$ cat src/rtl/data_cache.sv
// -----------------------------------------------------------------------------
// data_cache
//   Direct-mapped data cache. Each line holds one word. Stores are
//   write-through and do not allocate. Word accesses that are not word-aligned
//   bypass the cache. Loads that miss stall the CPU until the line has been
//   fetched, and the following cycle then hits. Stores stall the CPU until
//   memory acknowledges the write.
//
// Ports
//   clk, rst_n      : clock; synchronous active-low reset
//   cpu_re, cpu_we  : load / store request (both high = store)
//   addr_mode       : 1 = byte access, 0 = word access
//   cpu_addr        : byte address
//   cpu_wd          : store data
//   cpu_rd          : load data (combinational on a hit)
//   stall           : CPU holds all inputs stable while this is high
//   mem_req/mem_we/mem_addr_mode/mem_addr/mem_wd : memory request (registered)
//   mem_rd, mem_ack : memory read data; one-cycle completion pulse
//   hit_count, miss_count : saturating load statistics
// -----------------------------------------------------------------------------
module data_cache #(
    parameter int ADDRESS_WIDTH = 32,
    parameter int DATA_WIDTH    = 32,
    parameter int SETS          = 8
) (
    input  logic                     clk,
    input  logic                     rst_n,
    input  logic                     cpu_re,
    input  logic                     cpu_we,
    input  logic                     addr_mode,
    input  logic [ADDRESS_WIDTH-1:0] cpu_addr,
    input  logic [DATA_WIDTH-1:0]    cpu_wd,
    output logic [DATA_WIDTH-1:0]    cpu_rd,
    output logic                     stall,
    output logic                     mem_req,
    output logic                     mem_we,
    output logic                     mem_addr_mode,
    output logic [ADDRESS_WIDTH-1:0] mem_addr,
    output logic [DATA_WIDTH-1:0]    mem_wd,
    input  logic [DATA_WIDTH-1:0]    mem_rd,
    input  logic                     mem_ack,
    output logic [15:0]              hit_count,
    output logic [15:0]              miss_count
);

    localparam int IDX_W = $clog2(SETS);
    localparam int TAG_W = ADDRESS_WIDTH - IDX_W - 2;

    typedef enum logic [1:0] {
        IDLE,
        RD_MISS,
        WR_THRU
    } state_e;

    state_e                     state_q;
    logic [SETS-1:0]            valid_q;
    logic [DATA_WIDTH-1:0]      data_q [SETS];
    logic [TAG_W-1:0]           tag_q  [SETS];
    logic [15:0]                hit_cnt_q;
    logic [15:0]                miss_cnt_q;

    logic                       mem_req_q;
    logic                       mem_we_q;
    logic                       mem_mode_q;
    logic [ADDRESS_WIDTH-1:0]   mem_addr_q;
    logic [DATA_WIDTH-1:0]      mem_wd_q;

    // Address decode and lookup (CPU inputs are stable for a whole request)
    logic [IDX_W-1:0]           index;
    logic [TAG_W-1:0]           tag;
    logic [1:0]                 byte_off;
    logic [DATA_WIDTH-1:0]      line;
    logic                       uncached;
    logic                       tag_hit;
    logic                       load_hit;
    logic                       fill_en;
    logic                       store_en;
    logic [DATA_WIDTH-1:0]      store_line_d;

    assign index    = cpu_addr[IDX_W+1:2];
    assign tag      = cpu_addr[ADDRESS_WIDTH-1:IDX_W+2];
    assign byte_off = cpu_addr[1:0];
    assign line     = data_q[index];
    // Misaligned word accesses go straight to memory and never touch a line.
    assign uncached = !addr_mode && (byte_off != 2'b00);
    assign tag_hit  = valid_q[index] && (tag_q[index] == tag);
    assign load_hit = cpu_re && !cpu_we && tag_hit && !uncached;

    assign fill_en  = (state_q == RD_MISS) && mem_ack && !uncached;
    assign store_en = (state_q == WR_THRU) && mem_ack && tag_hit && !uncached;

    // Line image after a store hit: byte merge or full-word replace.
    always_comb begin
        // NOTE: every always_comb output gets a default first, so no path can infer a latch.
        store_line_d = line;
        if (addr_mode) begin
            store_line_d[{byte_off, 3'b000} +: 8] = cpu_wd[7:0];
        end else begin
            store_line_d = cpu_wd;
        end
    end

    // CPU-side outputs are combinational so hits complete in the same cycle.
    always_comb begin
        stall  = 1'b0;
        cpu_rd = '0;
        unique case (state_q)
            IDLE: begin
                stall = cpu_we || (cpu_re && !load_hit);
                if (load_hit) begin
                    cpu_rd = addr_mode ? {{(DATA_WIDTH-8){1'b0}}, line[{byte_off, 3'b000} +: 8]}
                                       : line;
                end
            end
            RD_MISS: begin
                // An uncached load completes on the ack itself; a cached one
                // completes as a hit in the following IDLE cycle.
                stall = !(mem_ack && uncached);
                if (mem_ack && uncached) begin
                    cpu_rd = mem_rd;
                end
            end
            WR_THRU: begin
                // Release on the ack, otherwise the held store would re-issue.
                stall = !mem_ack;
            end
            default: begin
                stall  = 1'b0;
                cpu_rd = '0;
            end
        endcase
    end

    // Line data and tags: valid bits gate every use, so they need no reset.
    always_ff @(posedge clk) begin
        // NOTE: memory arrays are left out of reset; only the valid bits are cleared.
        if (fill_en) begin
            data_q[index] <= mem_rd;
            tag_q[index]  <= tag;
        end else if (store_en) begin
            data_q[index] <= store_line_d;
        end
    end

    // Controller: state, valid bits, statistics and registered memory request.
    always_ff @(posedge clk) begin
        // NOTE: sequential state uses non-blocking assignments only, so every
        // register samples the pre-edge values regardless of statement order.
        if (!rst_n) begin
            state_q    <= IDLE;
            valid_q    <= '0;
            hit_cnt_q  <= '0;
            miss_cnt_q <= '0;
            mem_req_q  <= 1'b0;
            mem_we_q   <= 1'b0;
            mem_mode_q <= 1'b0;
            mem_addr_q <= '0;
            mem_wd_q   <= '0;
        end else begin
            unique case (state_q)
                IDLE: begin
                    if (cpu_we) begin
                        state_q    <= WR_THRU;
                        mem_req_q  <= 1'b1;
                        mem_we_q   <= 1'b1;
                        mem_mode_q <= addr_mode;
                        mem_addr_q <= cpu_addr;
                        mem_wd_q   <= cpu_wd;
                    end else if (cpu_re) begin
                        if (load_hit) begin
                            if (hit_cnt_q != 16'hFFFF) begin
                                hit_cnt_q <= hit_cnt_q + 16'd1;
                            end
                        end else begin
                            if (miss_cnt_q != 16'hFFFF) begin
                                miss_cnt_q <= miss_cnt_q + 16'd1;
                            end
                            state_q    <= RD_MISS;
                            mem_req_q  <= 1'b1;
                            mem_we_q   <= 1'b0;
                            mem_mode_q <= 1'b0;
                            mem_addr_q <= uncached ? cpu_addr
                                                   : {cpu_addr[ADDRESS_WIDTH-1:2], 2'b00};
                            mem_wd_q   <= '0;
                        end
                    end
                end
                RD_MISS, WR_THRU: begin
                    if (mem_ack) begin
                        if (fill_en) begin
                            valid_q[index] <= 1'b1;
                        end
                        state_q    <= IDLE;
                        mem_req_q  <= 1'b0;
                        mem_we_q   <= 1'b0;
                        mem_mode_q <= 1'b0;
                        mem_addr_q <= '0;
                        mem_wd_q   <= '0;
                    end
                end
                default: begin
                    state_q   <= IDLE;
                    mem_req_q <= 1'b0;
                end
            endcase
        end
    end

    assign mem_req       = mem_req_q;
    assign mem_we        = mem_we_q;
    assign mem_addr_mode = mem_mode_q;
    assign mem_addr      = mem_addr_q;
    assign mem_wd        = mem_wd_q;
    assign hit_count     = hit_cnt_q;
    assign miss_count    = miss_cnt_q;

endmodule

$ cat config.mk
export PLATFORM = sky130hd
export DESIGN_NAME = data_cache
export DESIGN_NICKNAME = d
export VERILOG_FILES = /design/src/rtl/data_cache.sv
export SDC_FILE = /design/constraint.sdc
export NUM_CORES = 1
export LEC_CHECK = 0
export ABC_AREA = 1
export ABC_CLOCK_PERIOD_IN_PS = 8600
export CAP_MARGIN = 20
export CORE_MARGIN = 3
export CORE_UTILIZATION = 40
export CTS_CLUSTER_SIZE = 20
export DETAILED_ROUTE_END_ITERATION = 7
export GPL_TIMING_DRIVEN = 0
export PLACE_DENSITY = 0.68
export SYNTH_ARGS = -nofsm -noshare
export SYNTH_HDL_FRONTEND = slang
export SYNTH_SLANG_ARGS = --single-unit
$ cat constraint.sdc
create_clock -name clk -period 8.6 [get_ports clk]
set_input_delay 1.29 -clock clk [delete_from_list [all_inputs] [get_ports clk]]
set_output_delay 1.29 -clock clk [all_outputs]
set_load 0.02 [all_outputs]
==> impl.org <==
** Run status
- The run finished with clean final reports.

** Critical path
- The slowest stage of the critical path is the clkbuf_1 cell.
- Startpoint types :: primary input
- Startpoint-to-endpoint class of the critical path :: in -> out
- Worst-case register-to-register setup slack :: between 4000 and 5000 ps
- STA classifies the critical path endpoint as a primary output.
- The startpoint identified for the worst register-to-register timing path is tag_q[6][23].
- Depth of the worst register-to-register path :: 14
- In this design, the critical path's most frequently occurring cell is clkbuf_1.
- Slowest cell delay on critical path :: approximately 750 ps
- Crit path required time :: 7310 ps
- Reg2reg end :: data_q[6][26]
- Critical Path AT :: 6360 ps
- Along the worst path, the maximum fanout reaches 10.
- Critical Path, Cell by Cell :: clkdlybuf4s50_1 -> clkbuf_1 -> inv_1 -> ha_1 -> clkbuf_1 -> nor2_1 -> clkbuf_1 -> nor2_1 -> nand3_2 -> clkbuf_1 -> o21ai_0 -> clkdlybuf4s50_1

** Flow run
- Max-cap violations in this run came to 0.

** Timing
- For the pin with the worst max-slew slack, the measured transition is about 1100 ps.
- Final Critical Period :: roughly 7700 ps
- Sum of negative setup slack :: 0 ps
- After layout, the worst path uses 88.96% of the clock period.
- The number of hold-slack violations in the final timing report is 0.
- Setup violations remaining at the end of the flow were counted as 0.
- RSZ-0062 raised after global routing :: false
- Final clock skew :: between 20 and 30 ps
- Measured against its own limit, the worst slew margin works out to 28.98%.
- The count of pins over their slew limit was 0.
- Max frequency :: 0.1307 GHz

** Cells and area
- Filler cells :: 5952
- Growth of design area from synthesis to finish :: 22.34%
- Net count reported at finish :: 3158
- Ratio of cells with drive above 1 in the final layout :: 6.363%

** Yosys
- Share of synthesized area occupied by flip-flops and latches :: a little over three fifths
- Post-synthesis average cell area :: 9.540 um2
- Cell area after synthesis :: 26110 um2
- Number of synthesized register bits :: 581
- Top area cells in the synthesized netlist :: edfxtp_1, nand2_1, dfxtp_1, inv_1, nor2_1
- Among all flip-flop cells after synthesis, the most frequent one is edfxtp_1.
- The netlist uses 42 different library cells.
- After technology mapping, the gate count stands at approximately 2700.
- The biggest area contributor in the post-synthesis netlist is edfxtp_1.
- The synthesized design contains between 400 and 500 enable-type register cells.
- Top cell type's share of synthesized area :: 54.28%
- Of all flip-flops after synthesis, the portion carrying an async set or reset was 0%.
- The Yosys step of the flow raised 0 warnings.
- Syn_nets :: 2850

** Floorplan
- Number of top-level pins :: 234
- The floorplan step set the die width to around 260 um.
- Die outline height :: 261.5 um
- The initial utilization of the core area, before any placement, comes to approximately two fifths.
- The die covers 68380 um2.
- Core region area :: 64460 um2
- Row generation in the floorplan step produced 93 rows.

** Min path
- Worst hold path depth :: 2
- The path class of the tightest hold or removal check is reg -> reg.
- The path with the worst hold slack has its endpoint at mem_wd[7].
- In this run the most critical hold path is launched from mem_wd[7].

** GRT
- After global routing the overflow that remains totals 0.
- Entering global routing, the biggest net connects 28 pins.
- The initial antenna violation count is 0.
- Via count of the first global-routing pass :: 20010
- The first global-routing pass estimated about 130000 um of wire.
- In the global route stage, overall resource usage came out at 24.63%.

** Routing
- In this run the remaining antenna-violating nets after routing total 0.
- Total detailed-routing wirelength :: 85350 um
- The first routing iteration left 2577 violations.
- Total number of vias :: 21160
- Dividing the detail-routed wire length by the instance count gives 21.60 um.
- After detailed routing, the number of remaining DRC violations is 0.
- Vias/cell :: 5.355
- The first TritonRoute pass finished after 6 iterations.

** Power and ir drop
- Leakage power :: 12.43 nW
- Overall power consumption after layout is estimated at approximately 6.6 mW.
- Power Density :: 205.5 nW/um2
- Worst IR Drop VDD :: 0.0001613 V

** Clock network
- For the worst-skew pair, the clock arrives at the later sink with an insertion delay of 640 ps.
- In this run the number of H-tree levels came out at 2.
- CTS Buf Count :: 61
- The longest clock path from root to sink contains 3 buffers.
- Resized Gates After CTS :: 0
- CTS Hold Buffers Added :: 0
- TritonCTS built the clock tree.
- Total clock sinks :: 581
- The number of setup buffers added after CTS is 0.
- Clock-pin slew was measured on the worst setup and hold paths at 50 ps.
- The tree is rooted in a clkbuf_16.

** Placed design
- Number of buffers added on ports :: 230
- Routability cong. :: 1.054
- Half-perimeter wire length after detailed placement :: 61370 um
==> how the worst max path moves through the flow <==
stage                startpoint       endpoint  slack [ps]  depth (start not counted)
detailed placement  cpu_addr[1]     cpu_rd[21]        1230                         12
global route        cpu_addr[1]     cpu_rd[21]        1030                         12
global placement    cpu_addr[1]  data_q[6][15]         890                         12
finish              cpu_addr[1]     cpu_rd[21]         950                         12
CTS                 cpu_addr[1]     cpu_rd[21]        1210                         12
floorplan           cpu_addr[4]     cpu_rd[10]        3880                         16
==> per-stage QoR <==
step                cells  setup WS [ps]  cell area [um2]  hold WS [ps]  util, %
finish               3952          949.9            31940         458.9    49.55
global route         3951           1034            31940         471.6    49.55
detailed placement   3837           1234            29940         451.5    46.45
floorplan            2737           3883            26110         430.4        -
global placement     3822          885.9            29480         447.7    45.74
CTS                  3951           1207            31940         458.5    49.55
==> cell usage after synthesis (2+ instances only) <==
master     instances
nand3b_1           2
inv_1            361
o211ai_1          11
edfxtp_1         472
buf_4              8
o22ai_1           29
o31ai_1            4
o2bb2ai_1          4
or2_2              5
clkbuf_1          75
buf_1              9
nand2_2           11
inv_2              6
nor2_4             3
o21ai_1           43
dfxtp_1          109
buf_2             26
a22oi_1           28
nor2_8             2
nand2_1          706
a21oi_2           10
xnor2_1            3
nand3_1          194
a221oi_1          31
and2_1             3
nor3_1            26
a21oi_1           83
buf_6              8
xor2_1             2
ha_1              11
nor4_1            10
nand3_2            3
o21ai_0          104
nor2_1           263
clkinv_1           3
a22o_1            26
nand4_1           38
==> layout by cell type, fill, tap and decap left out, drive strengths merged, types with 4 or more instances in the layout <==
master,count
a22o,26
clkdlybuf4s50,230
clkbuf,151
buf,66
edfxtp,472
dfxtp,109
a21oi,93
a221oi,31
inv,369
and2,4
bufinv,7
nor3,26
nor4,10
ha,11
clkinv,29
nand3,197
a22oi,28
nor2,269
o21ai,147
o22ai,29
o2bb2ai,4
nand2,717
or2,5
o31ai,4
o211ai,11
nand4,38
==> layer usage <==
metal,part of all wire (%),track usage [%],up-vias
met2,45,38.89,1123
met5,0,0,-
met4,4.4,10.22,0
met3,10,5.193,229
met1,40,33.11,10010
li1,-,-,9806
==> cell type report <==
class	count	area [um2]	area share, %
diodes	1	2.502	0.007834
plain buffers	126	595.6	1.864
clock buffers	76	1583	4.955
clock inverters	38	417.9	1.308
inverters	370	1389	4.348
multi-input cells	1660	7891	24.70
flip-flops and latches	581	16360	51.20
well taps	855	1070	3.349
repair buffers	245	2640	8.264
==> power breakdown <==
part / total, mW / internal [mW] / switching [mW]
combinational: 0.813 / 0.272 / 0.541
sequential: 3.12 / 3.09 / 0.0293
clock: 2.63 / 1.52 / 1.11
==> cells by family after synthesis <==
group                      after synthesis  synth area share, %
DFF                                    581                62.64
and+or+nand+nor                       1269                20.28
AOI/OAI and AO/OA                      375                8.788
adders and majority gates               11               0.5271
xor gates and xnor gates                 5               0.1677
buffers and inverters                  496                7.600
==> worst max-delay path, delay by kind of cell <==
kind,cells,cell delay [ps]
buffers and inverters,7,3410
AND/OR/NAND/NOR,3,1100
AO/OA/AOI/OAI,1,290
adder cells (fa/ha/maj),1,260
==> registers in the layout, summed over array words and instances (netlist names) <==
| name | cells |
|---|---|
| tag_q | 216 |
| valid_q | 8 |
| data_q | 256 |
| hit_count | 16 |
| mem_req | 1 |
| mem_we | 1 |
| mem_addr_mode | 1 |
| miss_count | 16 |
| state_q | 2 |
| mem_addr | 32 |
| mem_wd | 32 |
(Power assumes the default switching activity.)
